## src/rtl/imm_ext_pipe.sv

```systemverilog
// Immediate-extension stage: extends an immediate by opcode at acceptance and
// buffers {data, tag, err} in a 2-entry in-order queue with registered outputs.
module imm_ext_pipe #(
  parameter int IMM_W   = 16,
  parameter int DATA_W  = 32,
  parameter int SHIFT_B = 2,
  parameter int TAG_W   = 5
) (
  input  logic              clk,
  input  logic              rst_n,
  input  logic              flush,
  input  logic              in_valid,
  output logic              in_ready,
  input  logic [IMM_W-1:0]  in_imm,
  input  logic [3:0]        in_eop,
  input  logic [TAG_W-1:0]  in_tag,
  output logic              out_valid,
  input  logic              out_ready,
  output logic [DATA_W-1:0] out_data,
  output logic [TAG_W-1:0]  out_tag,
  output logic              out_err
);

  localparam int UP_SH = DATA_W - IMM_W;

  logic [1:0]        r_count;
  logic [DATA_W-1:0] r_head_data;
  logic [TAG_W-1:0]  r_head_tag;
  logic              r_head_err;
  logic [DATA_W-1:0] r_tail_data;
  logic [TAG_W-1:0]  r_tail_tag;
  logic              r_tail_err;

  logic              w_accept;
  logic              w_pop;
  logic [DATA_W-1:0] w_res;
  logic              w_err;

  function automatic logic [DATA_W-1:0] f_sext(input logic [IMM_W-1:0] imm);
    return DATA_W'($signed(imm));
  endfunction

  assign in_ready  = (r_count != 2'd2);
  assign out_valid = (r_count != 2'd0);
  assign w_accept  = in_valid & in_ready;
  assign w_pop     = out_valid & out_ready;
  assign out_data  = r_head_data;
  assign out_tag   = r_head_tag;
  assign out_err   = r_head_err;

  always_comb begin
    w_res = {DATA_W{1'b0}};
    w_err = 1'b0;
    case (in_eop)
      4'd0:    w_res = f_sext(in_imm);
      4'd1:    w_res = DATA_W'(in_imm);
      4'd2:    w_res = DATA_W'(in_imm) << UP_SH;
      4'd3:    w_res = f_sext(in_imm) << SHIFT_B;
      default: begin
        w_res = {DATA_W{1'b0}};
        w_err = 1'b1;
      end
    endcase
  end

  // Head register is the output; the tail only holds the second entry when full.
  always_ff @(posedge clk or negedge rst_n) begin
    if (!rst_n) begin
      r_count     <= 2'd0;
      r_head_data <= {DATA_W{1'b0}};
      r_head_tag  <= {TAG_W{1'b0}};
      r_head_err  <= 1'b0;
      r_tail_data <= {DATA_W{1'b0}};
      r_tail_tag  <= {TAG_W{1'b0}};
      r_tail_err  <= 1'b0;
    end else if (flush) begin
      r_count <= 2'd0;
    end else begin
      case (r_count)
        2'd0: begin
          if (w_accept) begin
            r_head_data <= w_res;
            r_head_tag  <= in_tag;
            r_head_err  <= w_err;
            r_count     <= 2'd1;
          end
        end
        2'd1: begin
          if (w_accept && w_pop) begin
            r_head_data <= w_res;
            r_head_tag  <= in_tag;
            r_head_err  <= w_err;
          end else if (w_accept) begin
            r_tail_data <= w_res;
            r_tail_tag  <= in_tag;
            r_tail_err  <= w_err;
            r_count     <= 2'd2;
          end else if (w_pop) begin
            r_count <= 2'd0;
          end
        end
        2'd2: begin
          if (w_pop) begin
            r_head_data <= r_tail_data;
            r_head_tag  <= r_tail_tag;
            r_head_err  <= r_tail_err;
            r_count     <= 2'd1;
          end
        end
        default: r_count <= 2'd0;
      endcase
    end
  end

endmodule

```

## config.mk

```make
export PLATFORM = sky130hd
export DESIGN_NAME = imm_ext_pipe
export DESIGN_NICKNAME = d
export VERILOG_FILES = /design/src/rtl/imm_ext_pipe.sv
export SDC_FILE = /design/constraint.sdc
export NUM_CORES = 1
export LEC_CHECK = 0
export BUFFER_PORTS_ARGS = -buffer_cell sky130_fd_sc_hd__buf_2
export CORE_MARGIN = 4
export CORE_UTILIZATION = 40
export DETAILED_ROUTE_END_ITERATION = 8
export GPL_ROUTABILITY_DRIVEN = 0
export PLACE_DENSITY = 0.74
export RECOVER_POWER = 25
export SLEW_MARGIN = 15
export SYNTH_ARGS = -nofsm -noshare
export SYNTH_HDL_FRONTEND = slang
export SYNTH_SLANG_ARGS = --single-unit
```

## constraint.sdc

```tcl
create_clock -name clk -period 1.6 [get_ports clk]
set_input_delay 0.08 -clock clk [delete_from_list [all_inputs] [get_ports clk]]
set_output_delay 0.08 -clock clk [all_outputs]
set_load 0.02 [all_outputs]
```

# [Word-level counts from Yosys, hierarchy flattened]
# Index checks and enable logic that the tools add are counted.
# W data, S select, Z words.
[word_totals] ff_bits=78 elab_cells=54
[classes] reduce_logical=9 muxes=21 bitwise_logic=4 n_eq_ne=13
[ops] op="$pmux W32 S4" n=1
[ops] op="$mux W32" n=3
[ops] op="$pmux W32 S3" n=1
[ops] op="$mux W5" n=3
[ops] op="$pmux W5 S3" n=1
[ops] op="$mux W2" n=6
[ops] op="$ne A3 B3 Y1 const B" n=3
[ops] op="$eq A4 B2 Y1 const B" n=2
[ops] op="$ne A2 B2 Y1 const B" n=4
[ops] op="$reduce_and A4 Y1" n=2
[ops] op="$pmux W2 S3" n=1
[ops] op="$reduce_and A5 Y1" n=1
[ops] op="$eq A4 B1 Y1 const B" n=1
[ops] op="$logic_not A4 Y1" n=1
[ops] op="$mux W1" n=4
[ops] op="$ne A4 B4 Y1 const B" n=1
[ops] op="$reduce_or A4 Y1" n=1
[ops] op="$pmux W1 S3" n=1
[ops] op="$reduce_bool A3 Y1" n=1
[ops] op="$and A1 B1 Y1" n=2
[ops] op="$eq A2 B1 Y1 const B" n=1
[ops] op="$eq A2 B2 Y1 const B" n=1
[ops] op="$logic_not A2 Y1" n=1
[ops] op="$not A1 Y1" n=2
[ops] op="other kinds (2)" n=2

# [Depth between registers and ports, before layout]
[logic_depth] depth_word=7 depth_mapped=7

# [Least setup slack after synthesis]
# No wires, ideal clock.
[synth_path] kind="reg2reg" start="reg r_count[1]" end="reg r_tail_tag[2]" path_stages_with_launch=6 setup_time_ns=0.125 period_less_slack_ns=1.575 t_arrival_ns=1.450 slack_ns=0.025 required_ns=1.475 path_cell_list="dfrtp_1 -> nand3b_1 -> or3_1 -> buf_4 -> buf_6 -> mux2_4"
[synth_between] elab_chain_cells=5
[synth_rtl] item="start: declaration" line="26" rtl="logic [1:0] r_count;"
[synth_rtl] item="start signal: assignment" line="69" rtl="r_count <= 2'd0;"
[synth_rtl] item="start signal: assignment" line="77" rtl="r_count <= 2'd0;"
[synth_rtl] item="start signal: assignment" line="85" rtl="r_count <= 2'd1;"
[synth_rtl] item="$ne A2 B2 Y1 / $reduce_bool A2 Y1 (equally long branches)" line="43, 44"
[synth_rtl] item="$and A1 B1 Y1, on equally long branches" line="45, 46"
[synth_rtl] item="$logic_and A1 B1 Y1" line="89" rtl="if (w_accept && w_pop) begin"
[synth_rtl] item="$not A1 Y1 (no line)"
[synth_rtl] item="$reduce_and A4 Y1 (no line) (*)"
[synth_rtl] item="end signal: assignment" line="74" rtl="r_tail_tag <= {TAG_W{1'b0}};"
[synth_rtl] item="end signal: assignment" line="95" rtl="r_tail_tag <= in_tag;"
[synth_rtl] item="end: declaration" line="31" rtl="logic [TAG_W-1:0] r_tail_tag;"
# Mark *: on every way between the ends. The rest lies on a longest branch, timed or not.
# A chain may end at the register's enable or synchronous reset.

# [Worst setup path after layout]
[layout_path] start="reg r_count[1]" end="reg r_head_data[18], in the netlist out_data[18]"
[layout_between] elab_chain_cells=5
[layout_rtl] item="$ne A2 B2 Y1 / $reduce_bool A2 Y1 (equally long branches)" line="43, 44"
[layout_rtl] item="$and A1 B1 Y1, on equally long branches" line="45, 46"
[layout_rtl] item="$logic_and A1 B1 Y1" line="89"
[layout_rtl] item="$ne A2 B2 Y1 (no line)"
[layout_rtl] item="$reduce_and A5 Y1 (no line)"
[layout_rtl] item="end signal: assignment" line="82" rtl="r_head_data <= w_res;"
[layout_rtl] item="end signal: assignment" line="90" rtl="r_head_data <= w_res;"
[layout_rtl] item="end signal: assignment" line="104" rtl="r_head_data <= r_tail_data;"
[layout_rtl] item="end: declaration" line="27" rtl="logic [DATA_W-1:0] r_head_data;"
# Parallel ways exist; a longest one is shown, timed or not.

==> results.py <==
metrics = {
    "run_status": {
        "status": "complete, no violations",
    },
    "sta": {
        "fin_ws_ns": 0.0298,
        "layout_min_cycle_time_ns": 1.57,
        "fmax_mhz": 637,
        "tightest_slew_ns": 0.683,
        "min_period_over_period_pct": 98.1,
        "setup_viol_count_final": 0,
        "hold_violations": 0,
        "skew_ns": 0.00627,
        "drv_slew": 0,
        "rsz0062_at_grt": "yes",
        "setup_tns_ns": 0,
        "relSlewSlack_pct": 54.5,
        "holdWs_ns": 0.0113,
    },
    "die": {
        "coreArea_um2": 9240,
        "die_w_um": 105,
        "core.rowCount": 35,
        "die_h_um": 105,
        "die_area_um2": 11100,
        "initial_core_util_pct": 41.1,
        "io_pins": 70,
    },
    "drt": {
        "first_pass_iters": 5,
        "routed_wl_mm": 9.90,
        "drtIter0Drc": 205,
        "drtAntennaViolNets": 0,
        "vias": 3277,
        "route.detailed.drc": 0,
        "wl_per_cell_um": 16.0,
        "vias_per_cell": 5.30,
    },
    "synthesis": {
        "syn-mean-instance-area_um2": 9.50,
        "async_flop_share_pct": 100,
        "netlist_area_um2": 3800,
        "synth_edf_count": 0,
        "ys_types": 38,
        "ys_ff_latch": 78,
        "synth_nets": 430,
        "synth_seq_area_share_pct": 51.4,
        "synth_warnings": 0,
        "syn_inst": 400,
        "ys.flop_type": "dfrtp_1",
    },
    "critical_path": {
        "path_class": "flop to flop",
        "startpoint": "r_count[1]$_DFFE_PN0P_",
        "reg2reg_from": "r_count[1]$_DFFE_PN0P_",
        "worst_path_max_delay_cell": "dfrtp_1",
        "worst_ep_required_time_ns": 1.86,
        "worstPathCellList": "buf_6 > mux2_4 > a21oi_4 > buf_12 > buf_12 > a21oi_1 > a21oi_1",
        "endpoint_kind": "flop",
        "reg2reg_slack_ns": 0.03,
        "critical_path_peak_fanout": 7,
        "cp_top_family": "flip-flops",
        "worstPathArrival_ns": 1.84,
        "cp-start-kind": "flop",
        "crit_buf_inv": 3,
        "slowest_delay_ns": 0.40,
    },
    "final_layout": {
        "design_area_um2": 4820,
        "final_layout_size_suffix_gt1_share_pct": 28.4,
        "nFillCells": 858,
        "finalNetCount": 515,
        "areaGrowthSynthToFinish_pct": 26.9,
        "fin_util_pct": 52.2,
        "antennaDiodeCount": 0,
        "final_cell_mix": "78 x nand2_1, 78 x dfrtp_1, 68 x buf_2",
    },
    "hold_path": {
        "worstHoldStart": "in_imm[1]",
        "hp-class": "input port to flop",
    },
    "run": {
        "drv_cap": 0,
    },
    "clock_network": {
        "insertion_delay_ns": 0.34,
        "cts_made_buffers": 9,
        "cts.clk_slew.worst_paths_ns": 0.08,
        "cts_tree": "done",
        "cts_root_buf": "clkbuf_8",
        "cts_sinks": 78,
        "cts.htree.levels": 3,
        "clockBufferDepth": 2,
    },
    "placed_design": {
        "pre_cts_ws_ns": -0.0348,
        "io_buffers": 69,
        "postPlaceCellArea_um2": 4370,
        "place_hpwl_mm": 7.13,
    },
    "global_routing": {
        "antenna_found_initial": 0,
        "grt_pass1_wl_mm": 15.8,
        "grt_usage_pct": 17.6,
        "grt_max_degree": 35,
        "grt_pass1_vias": 3164,
        "grt_overflow": 0,
    },
    "power": {
        "irDropWorstVdd_mv": 0.424,
        "power.density_nw_per_um2": 1070,
        "p_leak_nw": 2.26,
    },
}
==> state kept, by name, summed over array words and instances, names as in the netlist <==
name	cells
out_data	32
out_err	1
out_tag	5
r_count	2
r_tail_data	32
r_tail_err	1
r_tail_tag	5
==> repair_timing <==
item | CTS | global route
hold buffers | 8 | 0
gates cloned | 0 | 4
setup endpoints to repair | 19 | 28
gates resized for setup | 2 | 17
endpoints found under the hold margin | 70 | 0
pin swaps | 1 | 8
setup buffers | 0 | 1
==> worst min-delay path: cells and delay by family <==
kind,cells,cell delay (ns)
compound gates,1,0.06
simple gates,1,0.05
buf+inv,1,0.13
==> final cells by class <==
type / count / area (µm²) / area share [%]
clock inverters: 3 / 67.6 / 1.40
well taps: 129 / 161 / 3.35
flip-flops and latches: 78 / 1950 / 40.5
multi-input cells: 286 / 1700 / 35.2
inverters: 3 / 11.3 / 0.234
repair buffers: 107 / 776 / 16.1
clock buffers: 12 / 155 / 3.22
==> final timing paths <==
| path | endpoint | depth (start not counted) |
|---|---|---|
| worst max-delay path | out_data[18]$_DFFE_PN0P_ | 7 |
| worst min-delay path | r_tail_data[1]$_DFFE_PN0P_ | 3 |
| worst max register to register | out_data[18]$_DFFE_PN0P_ | 7 |
| worst min register to register | out_data[15]$_DFFE_PN0P_ | 2 |
| max in group asynchronous | out_data[23]$_DFFE_PN0P_ | 3 |
| min in group asynchronous | out_data[8]$_DFFE_PN0P_ | 2 |
==> kinds of logic (layout without fill, tap and decap cells) <==
kind of cell | Yosys count | count (layout) | share of synthesized area, %
AO/OA/AOI/OAI | 134 | 134 | 22.8
AND/OR/NAND/NOR | 137 | 137 | 16.3
buffers and inverters | 36 | 125 | 5.11
multiplexers | 15 | 15 | 4.41
flip-flops | 78 | 78 | 51.4
==> synth_stat cells (all sizes together) (2+ instances only) <==
master | instances | area, µm²
a22o | 7 | 61.3
o31ai | 14 | 105
a211o | 7 | 61.3
mux2 | 8 | 97.6
nor2 | 28 | 113
a2bb2oi | 13 | 114
or2 | 2 | 12.5
o21ai | 32 | 160
clkbuf | 16 | 60.1
a21oi | 38 | 201
nand2 | 79 | 297
a31oi | 8 | 50.1
nor2b | 16 | 100
dfrtp | 78 | 1950
o211ai | 2 | 15.0
mux2i | 7 | 70.1
buf | 17 | 123
inv | 3 | 11.3
a211oi | 2 | 15.0
nand3 | 4 | 20.0
a21o | 2 | 15.0
a22oi | 7 | 52.6
==> per-stage QoR <==
stage               total power, mW  cells
global route                   5.40    618
CTS                            5.10    613
finish                         5.14    618
floorplan                      3.02    400
global placement               3.41    590
detailed placement             3.45    590
==> power by group <==
part / switching, mW / internal (mW) / leakage (nW)
clock: 0.686 / 0.957 / 0.109
combinational: 0.661 / 0.474 / 1.14
sequential: 0.143 / 2.22 / 1.01
==> per-layer routing <==
| layer | part of all wire [%] | track usage, % | vias up |
|---|---|---|---|
| li1 | - | - | 1570 |
| met1 | 44 | 24.1 | 1577 |
| met2 | 48 | 27.6 | 113 |
| met3 | 5.7 | 3.61 | 17 |
| met4 | 1.9 | 6.19 | 0 |
| met5 | 0 | 0 | - |
No activity file was read; power rests on OpenSTA's default activity.
